**config.mk**
```make
export PLATFORM = sky130hd
export DESIGN_NAME = rcv_bit_timer
export DESIGN_NICKNAME = d
export VERILOG_FILES = /design/src/rtl/rcv_bit_timer.sv
export SDC_FILE = /design/constraint.sdc
export NUM_CORES = 1
export LEC_CHECK = 0
export CAP_MARGIN = 20
export CORE_UTILIZATION = 25
export CTS_CLUSTER_SIZE = 16
export DETAILED_ROUTE_END_ITERATION = 8
export PLACE_DENSITY_LB_ADDON = 0.12
export SYNTH_ARGS = -nofsm -noshare
export SYNTH_HDL_FRONTEND = slang
export SYNTH_SLANG_ARGS = --single-unit
```
**constraint.sdc**
```tcl
create_clock -name clk -period 4.5 [get_ports clk]
set_input_delay 0.9 -clock clk [delete_from_list [all_inputs] [get_ports clk]]
set_output_delay 0.9 -clock clk [all_outputs]
set_load 0.01 [all_outputs]
```
**src/rtl/rcv_bit_timer.sv**
```systemverilog
// Bit-timing engine for the serial receiver: one sample strobe per bit at a
// programmable in-period offset, counted up to a programmable packet length.
module rcv_bit_timer #(
  parameter int CLK_CNT_BITS = 8,
  parameter int BIT_CNT_BITS = 4
) (
  input  logic                    clk,
  input  logic                    n_rst,
  input  logic                    enable_timer,
  input  logic [CLK_CNT_BITS-1:0] bit_period,
  input  logic [CLK_CNT_BITS-1:0] sample_point,
  input  logic [BIT_CNT_BITS-1:0] packet_bits,
  output logic                    shift_enable,
  output logic                    packet_done,
  output logic [BIT_CNT_BITS-1:0] bit_count,
  output logic                    timer_busy,
  output logic                    cfg_err
);

  typedef enum logic [1:0] {IDLE, TIMING, DONE} state_t;

  localparam logic [CLK_CNT_BITS-1:0] CLK_ZERO = '0;
  localparam logic [CLK_CNT_BITS-1:0] CLK_ONE  = CLK_CNT_BITS'(1);
  localparam logic [CLK_CNT_BITS-1:0] CLK_TWO  = CLK_CNT_BITS'(2);
  localparam logic [BIT_CNT_BITS-1:0] BIT_ZERO = '0;
  localparam logic [BIT_CNT_BITS-1:0] BIT_ONE  = BIT_CNT_BITS'(1);

  state_t                  state_q, state_d;
  logic [CLK_CNT_BITS-1:0] clk_count_q, clk_count_d;
  logic [BIT_CNT_BITS-1:0] bit_count_q, bit_count_d;
  logic                    packet_done_q, packet_done_d;
  logic                    cfg_err_q, cfg_err_d;
  logic [CLK_CNT_BITS-1:0] period_q, period_d;
  logic [CLK_CNT_BITS-1:0] sample_q, sample_d;
  logic [BIT_CNT_BITS-1:0] bits_q, bits_d;

  logic                    cfg_ok;
  logic                    strobe;
  logic [BIT_CNT_BITS-1:0] bit_count_inc;

  assign cfg_ok = (bit_period >= CLK_TWO) && (sample_point != CLK_ZERO) &&
                  (sample_point <= bit_period) && (packet_bits != BIT_ZERO);
  assign strobe        = (state_q == TIMING) && (clk_count_q == sample_q);
  assign bit_count_inc = bit_count_q + BIT_ONE;

  always_comb begin
    state_d       = state_q;
    clk_count_d   = clk_count_q;
    bit_count_d   = bit_count_q;
    packet_done_d = 1'b0;
    cfg_err_d     = cfg_err_q;
    period_d      = period_q;
    sample_d      = sample_q;
    bits_d        = bits_q;
    case (state_q)
      IDLE: begin
        clk_count_d = CLK_ZERO;
        bit_count_d = BIT_ZERO;
        cfg_err_d   = 1'b0;
        if (enable_timer) begin
          // Shadow copies make mid-packet input changes invisible.
          period_d = bit_period;
          sample_d = sample_point;
          bits_d   = packet_bits;
          if (cfg_ok) begin
            state_d     = TIMING;
            clk_count_d = CLK_ONE;
          end else begin
            state_d   = DONE;
            cfg_err_d = 1'b1;
          end
        end
      end
      TIMING: begin
        if (!enable_timer) begin
          state_d     = IDLE;
          clk_count_d = CLK_ZERO;
          bit_count_d = BIT_ZERO;
        end else begin
          clk_count_d = (clk_count_q == period_q) ? CLK_ONE : clk_count_q + CLK_ONE;
          if (strobe) begin
            bit_count_d = bit_count_inc;
            if (bit_count_inc == bits_q) begin
              state_d       = DONE;
              packet_done_d = 1'b1;
            end
          end
        end
      end
      DONE: begin
        if (!enable_timer) begin
          state_d     = IDLE;
          clk_count_d = CLK_ZERO;
          bit_count_d = BIT_ZERO;
          cfg_err_d   = 1'b0;
        end
      end
      default: state_d = IDLE;
    endcase
  end

  always_ff @(posedge clk or negedge n_rst) begin
    if (!n_rst) begin
      state_q       <= IDLE;
      clk_count_q   <= CLK_ZERO;
      bit_count_q   <= BIT_ZERO;
      packet_done_q <= 1'b0;
      cfg_err_q     <= 1'b0;
      period_q      <= CLK_ZERO;
      sample_q      <= CLK_ZERO;
      bits_q        <= BIT_ZERO;
    end else begin
      state_q       <= state_d;
      clk_count_q   <= clk_count_d;
      bit_count_q   <= bit_count_d;
      packet_done_q <= packet_done_d;
      cfg_err_q     <= cfg_err_d;
      period_q      <= period_d;
      sample_q      <= sample_d;
      bits_q        <= bits_d;
    end
  end

  assign shift_enable = strobe;
  assign packet_done  = packet_done_q;
  assign bit_count    = bit_count_q;
  assign timer_busy   = (state_q == TIMING);
  assign cfg_err      = cfg_err_q;

endmodule
```
==> results.json <==
{
  "cts_inserted_buffers": 5,
  "cts_setup_buffers": 0,
  "ctsHoldBuffers": 0,
  "die_area_um2": 9377,
  "rr_endpoint": "clk_count_q[5]",
  "rr_startpoint": "state_q[1]",
  "setup_violations": 0,
  "synthesis.area_um2": 2248,
  "fin_setup_tns_ns": 0,
  "slew_headroom": 0.4342,
  "drv_slew": 0,
  "ctsResizeCount": 0,
  "synth_adder_area_share": 0.07234,
  "p_leak_nw": 1.200,
  "core_area_um2": 8721,
  "overflow": 0,
  "grt_use_total": 0.1246,
  "layout-drive-gt1-share": 0.1344,
  "maxCapViolCount": 0,
  "final_common_cell": "dfrtp_1",
  "path_depth": 4,
  "cp_slowest_stage_delay_ns": 0.53,
  "comb_power_share": 0.434,
  "peakVddDrop_mv": 0.1295,
  "ys_warn_count": 0,
  "viasPerCell": 4.637,
  "start_util": 0.2578,
  "power.switching_w": 0.0005547,
  "die_h_um": 96.84,
  "hold_class": "reg -> reg",
  "layout_common_cells": "36 x dfrtp_1, 29 x clkdlybuf4s50_1, 21 x xor2_1",
  "r2r_cells": 7,
  "ys_types": 48,
  "fin_hold_ws_ns": 0.5073,
  "synth.avg_cell_area_um2": 10.08,
  "min_to": "period_q[4]",
  "max_freq_mhz": 315.3,
  "whs_path_depth": 2,
  "finalCriticalPeriod_ns": 3.172,
  "drc": 0,
  "drt-pass1-iter-count": 4,
  "synthSimpleGateAreaFrac": 0.1647,
  "crit_family": "simple AND/OR/NAND/NOR gates",
  "internal-power_w": 0.0007986,
  "synthXorXnorAreaFrac": 0.1085,
  "pre_cts_ws_ns": 1.599,
  "synth_compound_area_frac": 0.1363,
  "finalClockSkew_ns": 0.008475,
  "root_buffer": "clkbuf_8",
  "clockBufferDepth": 2,
  "worstMarginPinSlew_ns": 0.8487,
  "hp-start": "period_q[4]",
  "die_x_um": 96.84,
  "ios": 31,
  "clkTransAtPathRegs_ns": 0.08,
  "grt_setup_unrepaired": "no",
  "synth_top_family_by_area": "simple AND/OR/NAND/NOR gates",
  "area_growth_pct": 20.26,
  "power.total_w": 0.001353,
  "power_frac_clock": 0.172,
  "worstPathMaxFanout": 8,
  "antenna_cells": 0,
  "p_seq_frac": 0.393,
  "ys_ff_latch": 36,
  "grt_max_degree": 37,
  "period_share": 0.7048,
  "drtAntennaViolNets": 0,
  "htree_levels": 2,
  "insertion_delay_ns": 0.29,
  "timing_worst_setup_path_type": "reg -> out",
  "timing.final.ws_setup_ns": 1.328,
  "grt_first_pass_wirelength_um": 9218,
  "outcome": "finished clean",
  "first_global_vias": 1742,
  "cts_tree": "built",
  "dp_hpwl_um": 4266,
  "swShare": 0.4099,
  "worst_ep_required_time_ns": 3.60,
  "crit_path_end_kind": "output port",
  "crit_path_cell_trace": "xor2_1 -> nor4_2 -> and3_2 -> clkdlybuf4s50_1",
  "num_rows": 34,
  "r2r_slack_ns": 2.44,
  "start_kind": "flip-flop",
  "fin_nets": 288,
  "synth.mux.area_fraction": 0.06455,
  "crit_arrival_ns": 2.27,
  "numPortBuffers": 30,
  "vias": 1674,
  "wire_per_inst_um": 15.06,
  "wl_um": 5435,
  "place.gp.congestion": 0.7595,
  "antenna_found_initial": 0,
  "numClockSinks": 36,
  "hold_violations": 0,
  "power_density_nw_per_um2": 500.5,
  "drt_iter0_drc": 72,
  "crit_slowest_cell": "clkdlybuf4s50_1",
  "path_buf_inv": 1,
  "syn-instance-count": 223,
  "syn-num-nets": 259,
  "seq_area_frac_synth": 0.4007
}
## cells by family after synthesis
| family | count (synthesis) |
|---|---|
| adder cells (fa/ha/maj) | 13 |
| XOR/XNOR | 27 |
| multiplexers | 13 |
| AND/OR/NAND/NOR | 68 |
| flip-flops | 36 |
| AO/OA/AOI/OAI | 44 |
| buffers and inverters | 22 |
## power by group through the flow
stage,combinational [W],sequential (W),clock [W]
2_1_floorplan,0.000467,0.000499,0
3_3_place_gp,0.000595,0.000538,0
3_5_place_dp,0.000597,0.000540,0
4_1_cts,0.000600,0.000532,0.000244
5_1_grt,0.000655,0.000546,0.000252
6_report,0.000588,0.000532,0.000233
## through the flow
stage,cell area (um2),cells,util
2_1_floorplan,2248,223,-
3_3_place_gp,2616,353,0.3000
3_5_place_dp,2616,353,0.3000
4_1_cts,2704,361,0.3100
5_1_grt,2704,361,0.3100
6_report,2704,361,0.3100
## flip-flops by register name, indices dropped and copies added (netlist names)
name / cells
cfg_err: 1
state_q: 2
packet_done: 1
bit_count: 4
sample_q: 8
period_q: 8
clk_count_q: 8
bits_q: 4
## cells in the mapped netlist, drive strengths merged
cell,instances,area share
a211oi,2,0.0089
a21boi,2,0.0067
a21o,5,0.017
a21oi,5,0.013
a22o,1,0.0039
a22oi,1,0.0033
a311oi,1,0.0039
a31oi,6,0.017
a41oi,1,0.0039
and2,2,0.0067
and2b,1,0.0039
and3,3,0.0089
and4,1,0.0039
buf,4,0.018
clkbuf,5,0.013
dfrtp,36,0.40
ha,13,0.072
inv,13,0.022
mux2,12,0.060
mux2i,1,0.0045
nand2,19,0.032
nand2b,1,0.0028
nand3,8,0.023
nand4,6,0.017
nor2,11,0.018
nor2b,3,0.0083
nor3,3,0.0067
nor4,9,0.031
o211a,1,0.0045
o21ai,15,0.033
o22ai,1,0.0028
o2bb2ai,1,0.0039
o31ai,2,0.015
or2,1,0.0028
xnor2,5,0.019
xor2,22,0.089
## how the worst max path moves through the flow
stage,end,from
detailed placement,shift_enable,clk_count_q[0]
CTS,shift_enable,clk_count_q[0]
global placement,state_q[0],bit_period[1]
finish,shift_enable,clk_count_q[0]
floorplan,shift_enable,clk_count_q[1]
global route,shift_enable,clk_count_q[0]
## worst reg2reg max path: stages, from the launching register on
cell,delay [ns]
dfrtp_1,0.42
inv_1,0.09
ha_1,0.47
nor2_1,0.13
a21boi_1,0.46
nand4_1,0.18
xor2_1,0.16
nor2_1,0.05
## metal layers
| metal | routed length (um) | GRT usage | vias up |
|---|---|---|---|
| li1 | - | - | 847 |
| met1 | 2804 | 0.1733 | 794 |
| met2 | 2400 | 0.1874 | 29 |
| met3 | 151 | 0.02746 | 4 |
| met4 | 78 | 0.04822 | 0 |
| met5 | 0 | 0 | - |
## area by class of cell
cell class / instances / area, um2
sequential: 36 / 900.9
multi-input combinational: 165 / 1229
fill: 919 / 6017
clock inverter: 3 / 18.77
timing repair buffer: 31 / 302.8
inverter: 13 / 48.80
tap: 108 / 135.1
clock buffer: 5 / 68.82
(Power assumes the default switching activity.)
